File: src/rtl/axil_sram_arbiter_ctrl.sv
// AXI4-Lite slave for the scratchpad SRAM window: round-robin read/write arbitration
// onto a single-port synchronous SRAM, one transaction in flight at a time.
module axil_sram_arbiter_ctrl #(
  parameter int unsigned AXI_ADDR_BW_p = 16,
  parameter int unsigned AXI_DATA_BW_p = 32,
  parameter int unsigned SRAM_DEPTH_p  = 4096,
  parameter logic [AXI_ADDR_BW_p-1:0] BASE_ADDR_p = AXI_ADDR_BW_p'('h4000)
) (
  input  logic                              clk_i,
  input  logic                              rst_i,
  input  logic [AXI_ADDR_BW_p-1:0]          s_awaddr_i,
  input  logic                              s_awvalid_i,
  output logic                              s_awready_o,
  input  logic [AXI_DATA_BW_p-1:0]          s_wdata_i,
  input  logic [AXI_DATA_BW_p/8-1:0]        s_wstrb_i,
  input  logic                              s_wvalid_i,
  output logic                              s_wready_o,
  output logic [1:0]                        s_bresp_o,
  output logic                              s_bvalid_o,
  input  logic                              s_bready_i,
  input  logic [AXI_ADDR_BW_p-1:0]          s_araddr_i,
  input  logic                              s_arvalid_i,
  output logic                              s_arready_o,
  output logic [AXI_DATA_BW_p-1:0]          s_rdata_o,
  output logic [1:0]                        s_rresp_o,
  output logic                              s_rvalid_o,
  input  logic                              s_rready_i,
  output logic                              sram_en_o,
  output logic [AXI_DATA_BW_p/8-1:0]        sram_we_o,
  output logic [$clog2(SRAM_DEPTH_p)-1:0]   sram_addr_o,
  output logic [AXI_DATA_BW_p-1:0]          sram_wdata_o,
  input  logic [AXI_DATA_BW_p-1:0]          sram_rdata_i
);

  localparam int unsigned AW = $clog2(SRAM_DEPTH_p);
  localparam logic [AXI_ADDR_BW_p:0] WIN_BYTES = (AXI_ADDR_BW_p+1)'(SRAM_DEPTH_p * 4);
  localparam logic [1:0] RESP_OKAY   = 2'b00;
  localparam logic [1:0] RESP_SLVERR = 2'b10;

  typedef enum logic [2:0] {
    ST_IDLE, ST_WR, ST_WRESP, ST_RD, ST_RCAP, ST_RRESP
  } state_t;

  state_t state;
  logic   last_wr;
  logic   err_q;

  logic                     wr_req, rd_req;
  logic                     grant_wr, grant_rd;
  logic [AXI_ADDR_BW_p-1:0] req_addr, req_off;
  logic                     req_err;

  // Arbitration and window decode of the granted channel's address
  always_comb begin
    wr_req   = s_awvalid_i && s_wvalid_i;
    rd_req   = s_arvalid_i;
    grant_wr = 1'b0;
    grant_rd = 1'b0;
    if (state == ST_IDLE) begin
      if (wr_req && rd_req) begin
        grant_wr = !last_wr;
        grant_rd = last_wr;
      end else begin
        grant_wr = wr_req;
        grant_rd = rd_req;
      end
    end
    req_addr = grant_wr ? s_awaddr_i : s_araddr_i;
    req_off  = req_addr - BASE_ADDR_p;
    req_err  = {1'b0, req_off} >= WIN_BYTES;
  end

  assign s_awready_o = grant_wr;
  assign s_wready_o  = grant_wr;
  assign s_arready_o = grant_rd;

  always_ff @(posedge clk_i) begin
    if (rst_i) begin
      state        <= ST_IDLE;
      last_wr      <= 1'b1;
      err_q        <= 1'b0;
      sram_en_o    <= 1'b0;
      sram_we_o    <= '0;
      sram_addr_o  <= '0;
      sram_wdata_o <= '0;
      s_bvalid_o   <= 1'b0;
      s_bresp_o    <= RESP_OKAY;
      s_rvalid_o   <= 1'b0;
      s_rresp_o    <= RESP_OKAY;
      s_rdata_o    <= '0;
    end else begin
      // SRAM strobes are single-cycle pulses
      sram_en_o <= 1'b0;
      sram_we_o <= '0;
      unique case (state)
        ST_IDLE: begin
          if (grant_wr) begin
            sram_en_o    <= !req_err;
            sram_we_o    <= req_err ? '0 : s_wstrb_i;
            sram_addr_o  <= req_off[AW+1:2];
            sram_wdata_o <= s_wdata_i;
            err_q        <= req_err;
            last_wr      <= 1'b1;
            state        <= ST_WR;
          end else if (grant_rd) begin
            sram_en_o   <= !req_err;
            sram_addr_o <= req_off[AW+1:2];
            err_q       <= req_err;
            last_wr     <= 1'b0;
            state       <= ST_RD;
          end
        end
        ST_WR: begin
          s_bvalid_o <= 1'b1;
          s_bresp_o  <= err_q ? RESP_SLVERR : RESP_OKAY;
          state      <= ST_WRESP;
        end
        ST_WRESP: begin
          if (s_bready_i) begin
            s_bvalid_o <= 1'b0;
            state      <= ST_IDLE;
          end
        end
        ST_RD: state <= ST_RCAP;
        ST_RCAP: begin
          s_rdata_o  <= err_q ? '0 : sram_rdata_i;
          s_rvalid_o <= 1'b1;
          s_rresp_o  <= err_q ? RESP_SLVERR : RESP_OKAY;
          state      <= ST_RRESP;
        end
        ST_RRESP: begin
          if (s_rready_i) begin
            s_rvalid_o <= 1'b0;
            state      <= ST_IDLE;
          end
        end
        default: state <= ST_IDLE;
      endcase
    end
  end

endmodule

File: config.mk
export PLATFORM = sky130hd
export DESIGN_NAME = axil_sram_arbiter_ctrl
export DESIGN_NICKNAME = d
export VERILOG_FILES = /design/src/rtl/axil_sram_arbiter_ctrl.sv
export SDC_FILE = /design/constraint.sdc
export NUM_CORES = 1
export LEC_CHECK = 0
export ABC_AREA = 1
export ABC_CLOCK_PERIOD_IN_PS = 1300
export CORE_UTILIZATION = 34
export CTS_CLUSTER_DIAMETER = 100
export DETAILED_ROUTE_END_ITERATION = 16
export GPL_TIMING_DRIVEN = 0
export PLACE_DENSITY_LB_ADDON = 0.15
export SETUP_SLACK_MARGIN = 0.05
export SYNTH_ARGS = -nofsm -noshare
export SYNTH_HDL_FRONTEND = slang
export SYNTH_SLANG_ARGS = --single-unit
File: constraint.sdc
create_clock -name clk_i -period 1.3 [get_ports clk_i]
set_input_delay 0.13 -clock clk_i [delete_from_list [all_inputs] [get_ports clk_i]]
set_output_delay 0.13 -clock clk_i [all_outputs]
set_load 0.02 [all_outputs]
==> Yosys cells after proc, flatten, opt, wreduce, memory -nomap -nowiden <==
Index checks and enable logic that the tools add are counted.
{ "totals": {"regBits": 92, "out_inout_bits": 90, "input_bits": 107} }
{ "op_classes": {"eq_ne": 8, "n_mux": 24, "reduce_logical": 15, "n_lt_le_gt_ge": 1, "addsub": 1, "bitwise": 2} }
{ "op_table": {"columns": ["cell", "n"], "rows": [
  ["$mux 32", 1],
  ["$mux 12", 2],
  ["$pmux 3 s6", 1],
  ["$ge 16x15->1 const B", 1],
  ["$mux 16", 1],
  ["$sub 16x15->16 const B", 1],
  ["$mux 1", 12],
  ["$mux 3", 4],
  ["$reduce_and 2->1", 4],
  ["$eq 3x2->1 const B", 2],
  ["$eq 3x3->1 const B", 2],
  ["$reduce_bool 2->1", 3],
  ["$ne 2x2->1 const B", 2],
  ["$pmux 1 s2", 2],
  ["$reduce_or 4->1", 1],
  ["$eq 3x1->1 const B", 1],
  ["$logic_not 3->1", 1],
  ["$ne 3x3->1 const B", 1],
  ["$reduce_and 3->1", 1],
  ["$logic_and 1x1->1", 2],
  ["$logic_not 1->1", 2],
  ["$mux 2", 1],
  ["$not 1->1", 2],
  ["$reduce_or 2->1", 1]
]} }

==> Logic depth before layout (Yosys ltp) <==
{ "depth": {"word_depth": 10, "ltp_mapped": 9, "ltp_nobuf": 8} }

==> Worst setup path before layout <==
Ideal clock, no wire load.
{ "synth_path": {"kind": "reg-to-output", "start": "register state[0]", "end": "output port s_wready_o", "arrival_time_ps": 1142, "path_stages_with_launch": 7, "required_time_ps": 1170, "path_slack_ps": 28, "cell_sequence": "dfxtp_1 nor2_4 nand2_2 nor2_2 buf_4 buf_6 buf_4"} }
{ "synth_between": {"elab_chain_cells": 2} }
{ "synth_lines": {"columns": ["element", "line", "source"], "rows": [
  ["from (decl)", "44", "state_t state;"],
  ["from (signal assigned)", "79", "state <= ST_IDLE;"],
  ["from (signal assigned)", "104", "state <= ST_WR;"],
  ["from (signal assigned)", "110", "state <= ST_RD;"],
  ["$logic_not 3->1", "59", "if (state == ST_IDLE) begin"],
  ["$mux 1", "59", null],
  ["to (decl)", "17", "output logic s_wready_o,"]
]} }
No other way between the ends.

==> Worst setup path after layout <==
Ends and elaborated chain as after synthesis.

==> results.py <==
metrics = {
    "global_routing": {
        "grt_pass1_wl_um": 15700,
        "grt_max_degree": 16,
        "grt_pass1_vias": 3528,
        "grt_remaining_overflow": 0,
        "antenna_found_initial": 0,
        "grt_usage_pct": 19.1,
    },
    "power_and_ir_drop": {
        "switching_share_pct": 37.8,
        "pwr-share-seq_pct": 32.8,
        "powerDensity_nw_per_um2": 1770,
        "p_comb_share_pct": 48.7,
        "p_int_mw": 7.03,
        "p_clk_share_pct": 18.4,
        "finalPower_mw": 11.3,
        "ir_drop_mv": 0.810,
        "p_leak_nw": 3.08,
        "switchingPower_mw": 4.27,
    },
    "timing": {
        "fin_tns_setup_ps": -9190,
        "tightestPinTransition_ps": 516,
        "slew_violations": 0,
        "setup_violations": 84,
        "hold_viol_final": 0,
        "finClkSkew_ps": 11.3,
        "min_period_ps": 1560,
        "relSlewSlack_pct": 65.6,
        "timing.final.crit_share_pct": 120,
        "rsz0062_at_grt": "true",
        "whs_ps": 289,
        "postLayoutSetupSlackWorst_ps": -264,
        "max_freq_mhz": 639,
    },
    "setup_path": {
        "cp_slowest_stage_delay_ps": 370,
        "startpoint_type": "flip-flop",
        "cpMaxStageDelayCell": "dfxtp_4",
        "path_cells": "nor2_4 -> nand2_4 -> nor2_4 -> buf_6 -> buf_6 -> buf_6 -> buf_6",
        "cpMostUsedCell": "buf_6",
        "critical-path-top-delay-family": "buffers and inverters",
        "crit_buf_inv": 4,
        "critPathKind": "flip-flop to primary output",
        "cp-end-kind": "primary output",
        "arrival_ps": 1430,
        "required_ps": 1170,
        "cp_max_fo": 5,
    },
    "synthesis": {
        "yosys-top-cells-area": "dfxtp_1, nor2_1, nand2_1",
        "ys_ff_latch": 90,
        "yosysWarnings": 0,
        "synth_top_area_share_pct": 51.8,
        "synthArstFlopShare_pct": 0,
        "synth_cells": 467,
        "synth_area_per_cell_sq_um": 7.45,
        "synthDistinctLibCells": 22,
        "synth_top_cell_by_area": "dfxtp_1",
        "synth_area_sq_um": 3480,
        "synth-main-ff-cell": "dfxtp_1",
        "synth_edf_count": 0,
        "post-synth-top-count-cell": "nor2_1",
        "netlist_top_cells_count": "nor2_1, nand2_1, dfxtp_1",
        "synth_seq_area_share_pct": 51.8,
    },
    "clock_network": {
        "clkLatencyLatePin_ps": 350,
        "cts_tree": "built",
        "cts_buffer_depth": 2,
        "holdBufCountCts": 0,
        "cts_max_level": 3,
        "clk_pin_slew_worst_paths_ps": 90,
        "clock-root-buffer": "clkbuf_8",
        "clkSinkCount": 90,
        "numCtsBuffers": 9,
    },
    "placed_design": {
        "dp_hpwl_um": 7310,
        "io_buffers": 190,
        "gp_congestion": 0.785,
    },
    "routing": {
        "first_iter_violations": 85,
        "dr.pass1.iters": 4,
        "drc": 0,
        "num_vias": 3816,
        "wl_um": 11000,
        "via_per_inst": 4.53,
        "wl_per_cell_um": 13.1,
        "antenna_left": 0,
    },
    "status": {
        "violations": "negative setup slack",
        "status": "finished with violations",
    },
    "floorplanning": {
        "die_y_um": 103,
        "die_x_um": 103,
        "die-area_sq_um": 10600,
        "rows": 36,
        "core_sq_um": 9860,
        "start_util_pct": 35.3,
        "ios": 197,
    },
    "cells_and_area": {
        "final_nets": 812,
        "area_delta_synth_final_pct": 83.6,
        "nFillCells": 901,
        "diodes": 0,
        "drive_gt1_share_pct": 19.4,
    },
    "worst_hold_path": {
        "min_path_type": "input port to flip-flop",
    },
    "run": {
        "drv_cap": 0,
    },
}
[kinds of logic after synthesis]
kind of cell / after synthesis / synth area share (%)
AO/OA/AOI/OAI: 76 / 12.3
buffers and inverters: 59 / 8.49
flip-flops: 90 / 51.8
other: 1 / 0.108
AND/OR/NAND/NOR: 241 / 27.3
[sequential cells by signal, indices dropped and copies added, names as in the netlist]
signal        flops
last_wr           1
sram_addr_o      12
sram_en_o         1
s_rresp_o         1
err_q             1
sram_wdata_o     32
s_rdata_o        32
s_bvalid_o        1
state             3
s_bresp_o         1
sram_we_o         4
s_rvalid_o        1
[layout make-up]
cell class	count	area [sq um]	share of cell area (%)
Buffer	28	246	3.86
Clock buffer	10	128	2.00
Clock inverter	6	91.3	1.43
Inverter	30	120	1.88
Multi-Input combinational cell	321	1630	25.6
Sequential cell	90	1810	28.4
Tap cell	133	166	2.61
Timing Repair Buffer	225	2190	34.3
[per-stage QoR]
step / setup slack (ps) / util, % / instance area (sq um) / std cells
final: -264 / 64.8 / 6390 / 843
after global placement: -905 / 56.3 / 5550 / 791
after floorplan: 61.3 / - / 3490 / 468
after global routing: -345 / 64.8 / 6390 / 843
after CTS: -255 / 59.3 / 5850 / 820
after detailed placement: -921 / 56.3 / 5550 / 791
[layer usage]
layer	share of wire, %	vias to the layer above	GRT usage [%]
li1	-	1937	-
met5	0	-	0
met2	49	145	33.9
met1	40	1722	20.7
met3	9.4	12	7.25
met4	1.3	0	7.04
[worst register-to-register path: stages (launching register included)]
cell     delay (ps)
dfxtp_4         370
nor2_4          140
buf_4           130
buf_6           120
nand2_8          70
nor2_4          170
buf_12          140
buf_6           110
a22oi_1          60
nor2_1          100
[timing repair]
action / CTS / global route
pin swaps: 3 / 1
cloned: 2 / 10
endpoints found under the setup margin: 170 / 90
gates resized for setup: 130 / 96
buffers inserted: 12 / 13
[worst paths after layout]
check	start	to	slack, ps	cells past startpoint
worst max-delay path	state[0]	s_wready_o	-260	7
worst min-delay path	s_wstrb_i[1]	sram_we_o[1]	290	3
worst min register to register	s_bresp_o[1]	s_bresp_o[1]	460	2
worst max register to register	state[0]	s_rdata_o[12]	-180	9
[layout by cell type, fill, tap and decap left out, types with 6 or more instances in the layout]
| cell | Yosys | layout |
|---|---|---|
| nor2_1 | 117 | 87 |
| nor2_2 | 1 | 28 |
| buf_4 | 7 | 24 |
| inv_1 | 29 | 28 |
| dlygate4sd2_1 | 0 | 85 |
| a21oi_1 | 23 | 14 |
| o21ai_0 | 30 | 16 |
| dfxtp_1 | 90 | 86 |
| nand2_1 | 107 | 105 |
| clkbuf_8 | 0 | 9 |
| o21ai_1 | 4 | 18 |
| clkdlybuf4s50_1 | 0 | 101 |
| buf_6 | 5 | 22 |
| clkbuf_1 | 9 | 6 |
| a21oi_2 | 0 | 8 |
| a22oi_1 | 17 | 17 |
[power by group through the flow]
stage / Clock [mW] / Sequential [mW] / Combinational [mW]
2_1_floorplan: 0 / 4.38 / 1.78
3_3_place_gp: 0 / 3.74 / 4.19
3_5_place_dp: 0 / 3.78 / 4.23
4_1_cts: 2.15 / 3.70 / 4.27
5_1_grt: 2.27 / 3.79 / 5.98
6_report: 2.08 / 3.71 / 5.51
Power figures use the tool's default switching activity.
